--- src/rtl/xorshift_pkg.sv ---
// Shared constants for the xorshift RNG block: datapath width, default seed, FSM encoding.
// No logic; imported by the arbiter top and the shifter.
package xorshift_pkg;

  localparam int XS_WIDTH = 32;
  localparam logic [XS_WIDTH-1:0] XS_DEFAULT_SEED = 32'd20240301;

  localparam logic [0:0] ST_WARMUP = 1'b0;
  localparam logic [0:0] ST_RUN    = 1'b1;

endpackage

--- src/rtl/XORShifter.sv ---
// One 32-bit xorshift step (13/17/5), purely combinational, zero latency.
// No handshake; output follows input in the same cycle.
module XORShifter
  import xorshift_pkg::*;
(
  input  logic [XS_WIDTH-1:0] din,
  output logic [XS_WIDTH-1:0] dout
);

  logic [XS_WIDTH-1:0] s1;
  logic [XS_WIDTH-1:0] s2;

  assign s1   = din ^ (din << 13);
  assign s2   = s1 ^ (s1 >> 17);
  assign dout = s2 ^ (s2 << 5);

endmodule

--- src/rtl/rr_arbiter_onehot.sv ---
// Round-robin search from rr_ptr upward with wrap; one-hot grant plus index, combinational.
// No state and no backpressure; the owner of rr_ptr decides when it advances.
module rr_arbiter_onehot #(
  parameter  int N  = 4,
  localparam int IW = (N > 1) ? $clog2(N) : 1
) (
  input  logic [N-1:0]  req,
  input  logic [IW-1:0] rr_ptr,
  output logic [N-1:0]  grant,
  output logic [IW-1:0] grant_idx,
  output logic          grant_any
);

  always_comb begin
    int          pos;
    logic [IW-1:0] idx;
    grant     = '0;
    grant_idx = '0;
    grant_any = 1'b0;
    pos       = 0;
    idx       = '0;
    for (int k = 0; k < N; k++) begin
      pos = int'(rr_ptr) + k;
      if (pos >= N) pos = pos - N;
      idx = IW'(pos);
      if (!grant_any && req[idx]) begin
        grant[idx] = 1'b1;
        grant_idx  = idx;
        grant_any  = 1'b1;
      end
    end
  end

endmodule

--- src/rtl/xorshift_rng_arbiter.sv ---
// Shares one xorshift step between NUM_REQ requesters; grant is combinational, response one cycle later.
// Consumers cannot stall; requesters are held off during warm-up and on a seed load.
module xorshift_rng_arbiter
  import xorshift_pkg::*;
#(
  parameter int                  NUM_REQ      = 4,
  parameter logic [XS_WIDTH-1:0] SEED_DEFAULT = XS_DEFAULT_SEED,
  parameter int                  WARMUP_STEPS = 4,
  parameter int                  COUNT_W      = 32
) (
  input  logic                clk,
  input  logic                rst,
  input  logic                seed_load,
  input  logic [XS_WIDTH-1:0] seed_value,
  input  logic [NUM_REQ-1:0]  req_valid,
  output logic [NUM_REQ-1:0]  req_ready,
  output logic [NUM_REQ-1:0]  rsp_valid,
  output logic [XS_WIDTH-1:0] rsp_data,
  output logic                busy,
  output logic [COUNT_W-1:0]  draw_count
);

  localparam int IW = (NUM_REQ > 1) ? $clog2(NUM_REQ) : 1;
  localparam int WW = (WARMUP_STEPS > 1) ? $clog2(WARMUP_STEPS) : 1;
  localparam logic [WW-1:0] WARM_LAST = WW'((WARMUP_STEPS > 0) ? WARMUP_STEPS - 1 : 0);
  localparam logic [IW-1:0] PTR_LAST  = IW'(NUM_REQ - 1);
  // With no warm-up configured, reset and seed loads land straight in RUN.
  localparam logic [0:0]    ST_START  = (WARMUP_STEPS == 0) ? ST_RUN : ST_WARMUP;

  logic [XS_WIDTH-1:0] state;
  logic [XS_WIDTH-1:0] next_state;
  logic [XS_WIDTH-1:0] seed_eff;
  logic [0:0]          fsm;
  logic [WW-1:0]       warm_cnt;
  logic [IW-1:0]       rr_ptr;
  logic [IW-1:0]       grant_idx;
  logic [NUM_REQ-1:0]  grant;
  logic                grant_any;
  logic                can_grant;
  logic                draw;

  XORShifter u_xs (
    .din  (state),
    .dout (next_state)
  );

  rr_arbiter_onehot #(.N(NUM_REQ)) u_arb (
    .req       (req_valid),
    .rr_ptr    (rr_ptr),
    .grant     (grant),
    .grant_idx (grant_idx),
    .grant_any (grant_any)
  );

  assign busy      = (fsm == ST_WARMUP);
  assign can_grant = (fsm == ST_RUN) && !seed_load && !rst;
  assign req_ready = can_grant ? grant : '0;
  assign draw      = can_grant && grant_any;
  // A zero seed would lock xorshift at zero forever.
  assign seed_eff  = (seed_value == '0) ? SEED_DEFAULT : seed_value;

  always_ff @(posedge clk) begin
    if (rst) begin
      state      <= SEED_DEFAULT;
      fsm        <= ST_START;
      warm_cnt   <= '0;
      rr_ptr     <= '0;
      rsp_valid  <= '0;
      rsp_data   <= '0;
      draw_count <= '0;
    end else begin
      rsp_valid <= '0;
      if (seed_load) begin
        state    <= seed_eff;
        warm_cnt <= '0;
        fsm      <= ST_START;
      end else if (fsm == ST_WARMUP) begin
        state <= next_state;
        if (warm_cnt == WARM_LAST) begin
          fsm      <= ST_RUN;
          warm_cnt <= '0;
        end else begin
          warm_cnt <= warm_cnt + 1'b1;
        end
      end else if (draw) begin
        state      <= next_state;
        rsp_data   <= next_state;
        rsp_valid  <= grant;
        rr_ptr     <= (grant_idx == PTR_LAST) ? '0 : grant_idx + 1'b1;
        draw_count <= draw_count + 1'b1;
      end
    end
  end

endmodule
--- config.mk ---
export PLATFORM = sky130hd
export DESIGN_NAME = xorshift_rng_arbiter
export DESIGN_NICKNAME = d
export VERILOG_FILES = /design/src/rtl/xorshift_pkg.sv /design/src/rtl/XORShifter.sv /design/src/rtl/rr_arbiter_onehot.sv /design/src/rtl/xorshift_rng_arbiter.sv
export SDC_FILE = /design/constraint.sdc
export NUM_CORES = 1
export LEC_CHECK = 0
export BUFFER_PORTS_ARGS = -buffer_cell sky130_fd_sc_hd__buf_2
export CORE_ASPECT_RATIO = 1.5
export CORE_MARGIN = 4
export CORE_UTILIZATION = 38
export DETAILED_ROUTE_END_ITERATION = 8
export GPL_TIMING_DRIVEN = 0
export PLACE_DENSITY = 0.62
export SLEW_MARGIN = 30
export SYNTH_ARGS = -nofsm -noshare
export SYNTH_HDL_FRONTEND = slang
export SYNTH_SLANG_ARGS = --single-unit
export TNS_END_PERCENT = 1
--- constraint.sdc ---
create_clock -name clk -period 2.57 [get_ports clk]
set_input_delay 0.3855 -clock clk [delete_from_list [all_inputs] [get_ports clk]]
set_output_delay 0.3855 -clock clk [all_outputs]
set_load 0.005 [all_outputs]
# After elaboration in Yosys (flattened, before gate mapping)
# Index checks and enable logic that the tools add are counted.
dict set report word_totals {
  regBits 105
  in_bits 39
  out_inout_bits 73
  word_cells 101
}
dict set report op_classes {
  add_sub_neg 10
  n_lt_le_gt_ge 12
  n_eq_ne 3
  muxes 41
  bitwise 9
  reduce_logical 19
}
# cell n
set op_table {}
lappend op_table {{2-to-1 mux 32 bit} 4}
lappend op_table {{bitwise XOR 32 bit} 2}
lappend op_table {{adder 32 x 1 -> 32 bit (second input constant)} 1}
lappend op_table {{logical NOT 32 bit} 1}
lappend op_table {{bitwise XOR 32 x 15 -> 32 bit} 1}
lappend op_table {{2-to-1 mux 2 bit} 10}
lappend op_table {{2-to-1 mux 4 bit} 5}
lappend op_table {{2-to-1 mux 1 bit} 14}
lappend op_table {{less-than comparator 2 x 3 -> 1 bit (second input constant)} 4}
lappend op_table {{OR 4 bit} 3}
lappend op_table {{logical AND 1 bit} 10}
lappend op_table {{greater-or-equal comparator 3 bit (second input constant)} 3}
lappend op_table {{binary-select mux 1 bit (select 2 bit)} 4}
lappend op_table {{demux 1 bit (select 2 bit)} 4}
lappend op_table {{greater-or-equal comparator 2 x 1 -> 1 bit (second input constant)} 4}
lappend op_table {{subtractor 2 x 1 -> 2 bit (second input constant)} 4}
lappend op_table {{adder 2 x 2 -> 3 bit (second input constant)} 2}
lappend op_table {{logical NOT 1 bit} 5}
lappend op_table {{adder 2 x 1 -> 2 bit (second input constant)} 2}
lappend op_table {{equality test 2 bit (second input constant)} 2}
lappend op_table {{OR reduction 4 bit} 1}
lappend op_table {{adder 2 x 1 -> 3 bit (second input constant)} 1}
lappend op_table {{greater-or-equal comparator 2 x 3 -> 1 bit (second input constant)} 1}
lappend op_table {{!= test 3 x 2 -> 1 bit (second input constant)} 1}
lappend op_table {{other kinds (3)} 5}

# Logic depth before layout (Yosys ltp)
dict set report depth {
  depth_word 18
  ltp_mapped 8
  ltp_nobuf 7
}

# By module
# Synthesis repeated with hierarchy kept, for this count alone.
dict set report unflattened {
  hier_cells 630
  hier_area_um2 5577.8
}
# mod instances cells_each area_per_inst_um2 seq_area_each_um2
set by_module_without_submodules {}
lappend by_module_without_submodules {xorshift_rng_arbiter 1 527 4386.7 2102.0}
lappend by_module_without_submodules {XORShifter 1 58 769.5 0.0}
lappend by_module_without_submodules {rr_arbiter_onehot 1 45 421.7 0.0}

# Worst setup path before layout
# Ideal clock, no wire load.
dict set report synth_timing {
  kind {register -> output}
  from {reg rr_ptr[0]}
  to {out req_ready[0]}
  arrival_ns 2.456
  required_ns 2.184
  setup_slack_ns -0.271
  stages_incl_launch_ff 9
  path_cell_list {dfxtp_1 > clkbuf_1 > inv_1 > ha_1 > or3b_2 > a211o_1 > a21oi_1 > o21ai_0 > a21oi_1}
}
dict set report synth_via {
  elab_chain_cells 15
  elab_cells_between_ends 60
  cone_classes {add/sub: 7; order compare: 12; mux: 28; bitwise: 3; reduce/logical: 10}
}
# item line
set synth_rtl {}
lappend synth_rtl {{start, declared} xorshift_rng_arbiter.sv:35} ;# logic [IW-1:0] rr_ptr;
lappend synth_rtl {{start signal, assigned} xorshift_rng_arbiter.sv:89} ;# rr_ptr <= (grant_idx == PTR_LAST) ? '0 : grant_idx + 1'b1;
lappend synth_rtl {{branches (longest 13 deep; another with adder 2 x 1 -> 3 bit)} -}
lappend synth_rtl {{2-to-1 mux 4 bit *} rr_arbiter_onehot.sv:26} ;# if (!grant_any && req[idx]) begin
lappend synth_rtl {{2-to-1 mux 4 bit *} xorshift_rng_arbiter.sv:57} ;# assign req_ready = can_grant ? grant : '0;
lappend synth_rtl {{end, declared} xorshift_rng_arbiter.sv:16} ;# output logic [NUM_REQ-1:0] req_ready,
# Every way passes the cells marked *. The select of a mux whose other input is x is not followed.

# Final worst setup path
dict set report layout_timing {
  from {reg rr_ptr[0]}
  to {out req_ready[1]}
}
# Same word-level chain as after synthesis.

==> run_results.csv <==
group,metric,value,unit
worst_setup_path,worst_r2r_endpoint,"draw_count[27]$_SDFFE_PP0P_",
sta,hold_violations,0,
min_path,hold_end,"state[9]$_SDFFE_PP1P_",
sta,worst_slack,-255,ps
clocking,ctsHtreeMaxLevel,3,
final_layout,n_antenna_cell,0,
sta,fmax,354,MHz
worst_setup_path,critPathLaunchType,"register",
worst_setup_path,required,2180,ps
run_status,violations,"negative setup slack",
yosys,syn_area_per_cell,8.67,um^2
yosys,async_flop_share,0,%
worst_setup_path,ff2ff_setup_slack,70,ps
placed_design,placed_area,6130,um^2
yosys,syn_area,5350,um^2
min_path,hold_class,"primary input to register",
min_path,min_from,"seed_value[9]",
sta,finalMaxSlewViolations,0,
grt,antenna_found_initial,0,
placed_design,portBuffers,111,
final_layout,areaGrowthSynthToFinish,21.8,%
worst_setup_path,crit_path_end_kind,"output pin",
die,die_area,16100,um^2
clocking,root_buffer,"clkbuf_16",
worst_setup_path,criticalPathCategory,"register to output pin",
yosys,synth_edf_count,0,
detailed_routing,drc,0,
placed_design,dp_slack,-341,ps
grt,grt_use_total,20.3,%
detailed_routing,first_pass_iters,4,
clocking,clockBufferDepth,2,
worst_setup_path,r2r-start,"fsm$_SDFF_PP0_",
sta,period_minus_slack,2830,ps
detailed_routing,wl_per_cell,18.3,um
placed_design,dpl.hpwl,13000,um
detailed_routing,drt_iter0_markers,218,
power,p_per_area,961,nW/um^2
power,p_leak,2.72,nW
grt,overflow,0,
detailed_routing,via_per_inst,5.53,
detailed_routing,vias,5045,
sta,rsz0062_at_grt,"yes",
worst_setup_path,ff2ff_path_depth,6,
clocking,cts_inserted_buffers,9,
die,core-area,13700,um^2
clocking,holdBufCountCts,0,
grt,grt_pass1_wl,26200,um
grt,grt_start_max_net_pins,19,
worst_setup_path,critical_path.max_fanout,6,
final_layout,n_fill_cell,1368,
final_layout,drive_gt1_share,20.4,%
final_layout,fin_cells,913,
clocking,cts_tree,"done",
power,finalPower,6.26,mW
run,drv_cap,0,
yosys,synth_cell_type_count,51,
placed_design,dpl.cell_count,890,
final_layout,final_cell_mix,"buf_2 (111), dfxtp_1 (103), nand2_1 (54)",
min_path,hold_depth,3,
yosys,synth_seq_cells,105,
sta,slew_headroom,48.9,%
sta,finalCritPeriodShare,110,%
die,die_h,153,um
run_status,outcome,"complete, but fails checks",
yosys,syn_nets,664,
die,die_w,105,um
yosys,synth_warnings,0,
power,vdd_drop_max,0.749,mV
worst_setup_path,arrival,2440,ps
sta,worst_pin_slew,760,ps
sta,setup_viol,4,
die,rows,52,
clocking,cts_sinks,105,
placed_design,place_congestion,0.939,
yosys,syn_inst,617,
clocking,clk_pin_slew,80,ps
die,start_util,39.1,%
clocking,clock_latency,350,ps
grt,grt_pass1_vias,4993,
sta,fin_skew,9.44,ps
die,pin_count,112,
detailed_routing,wirelength,16700,um
yosys,synth_seq_area_share,39.3,%
final_layout,final_common_cell,"buf_2",
final_layout,design_area,6510,um^2
yosys,synth-main-ff-cell,"dfxtp_1",
detailed_routing,antenna_left,0,
final_layout,finalNetCount,793,
final_layout,fin_util,47.7,%
worst_setup_path,cp-startpoint,"rr_ptr[0]$_SDFFE_PP0P_",
power by group:
| part | internal [mW] | switching (mW) |
|---|---|---|
| clock network | 0.727 | 0.647 |
| logic | 1.14 | 1.69 |
| registers | 1.83 | 0.234 |
| total | 3.69 | 2.57 |
per-stage QoR:
step	setup TNS, ps	hold slack [ps]
6_report	-848	357
5_1_grt	-1750	374
4_1_cts	-1160	352
2_1_floorplan	0	445
3_3_place_gp	-2150	460
3_5_place_dp	-2690	463
cells by family (layout without fill, tap and decap cells):
| kind of cell | count (synthesis) | in the layout | share of synthesized area (%) |
|---|---|---|---|
| AND/OR/NAND/NOR | 220 | 220 | 22.6 |
| AO/OA/AOI/OAI | 135 | 135 | 14.2 |
| flip-flops | 105 | 105 | 39.3 |
| XOR/XNOR | 86 | 86 | 15.4 |
| buffers and inverters | 48 | 182 | 3.51 |
| multiplexers | 15 | 15 | 3.16 |
| adder cells (fa/ha/maj) | 8 | 8 | 1.87 |
critical path, cell delays in order, from the launching register on:
cell and delay (ps):
dfxtp_4 370, clkinvlp_4 100, ha_4 280, mux4_2 590, a21oi_4 200, a22o_1 160
mux2i_1 110, a21oi_1 150, buf_2 130
worst max path at each step:
stage | to | slack, ps | depth (start not counted)
finish | req_ready[1] | -260 | 8
global route | req_ready[1] | -400 | 8
floorplan | req_ready[0] | 20 | 8
CTS | req_ready[1] | -310 | 9
global placement | req_ready[0] | -260 | 9
detailed placement | req_ready[1] | -340 | 9
registers in the layout, summed over array words and instances (netlist names):
signal	cells
draw_count	32
warm_cnt	2
rr_ptr	2
state	32
rsp_valid	4
fsm	1
rsp_data	32
repair_timing:
| item | 4_1_cts | 5_1_grt |
|---|---|---|
| setup buffers | 5 | 3 |
| endpoints found under the setup margin | 4 | 12 |
| endpoints found under the hold margin | 0 | 0 |
| resized for setup | 12 | 4 |
| pin swaps | 9 | 7 |
cell usage after synthesis (2+ instances only):
master    number  share of area [%]
a211oi_1       4               0.56
a21o_1         2               0.28
a21oi_1       44                4.1
a22o_1         4               0.66
and2_1         4               0.47
and3_1         4               0.47
and4_1         3               0.49
clkbuf_1      35                2.5
dfxtp_1      105                 39
ha_1           8                1.9
inv_1         11               0.77
mux2i_1       12                2.2
nand2_1       54                3.8
nand2b_1       2               0.23
nand3_1       10               0.94
nand3b_1      33                4.6
nand4_1       16                1.9
nor2_1        50                3.5
nor2b_1        2               0.23
nor3_1        14                1.3
nor4_1         9                1.1
nor4_4         3                1.2
o211ai_1       2               0.28
o21ai_0       53                5.0
o22ai_1       17                2.0
o31ai_1        2               0.28
or3_1          6               0.70
or4_1          2               0.28
xnor2_1       40                6.6
xnor3_1        5                2.1
xor2_1        41                6.7
metal layers:
metal / vias to the layer above / global-route usage, % / share of wire (%) / wire (um)
li1: 2424 / - / - / -
met1: 2396 / 22.4 / 38 / 6290
met2: 188 / 37.6 / 53 / 8880
met3: 37 / 3.12 / 5.4 / 911
met4: 0 / 9.69 / 3.9 / 652
met5: - / 0 / 0 / 0
final cells by class:
type	count	area, um^2	area share, %
flip-flops and latches	105	2110	32.4
clock buffers	11	253	3.88
clock inverters	5	45.0	0.692
plain buffers	36	143	2.19
repair buffers	119	616	9.45
well taps	162	203	3.11
multi-input cells	464	3100	47.6
inverters	11	45.0	0.692
No activity file was read; power rests on OpenSTA's default activity.
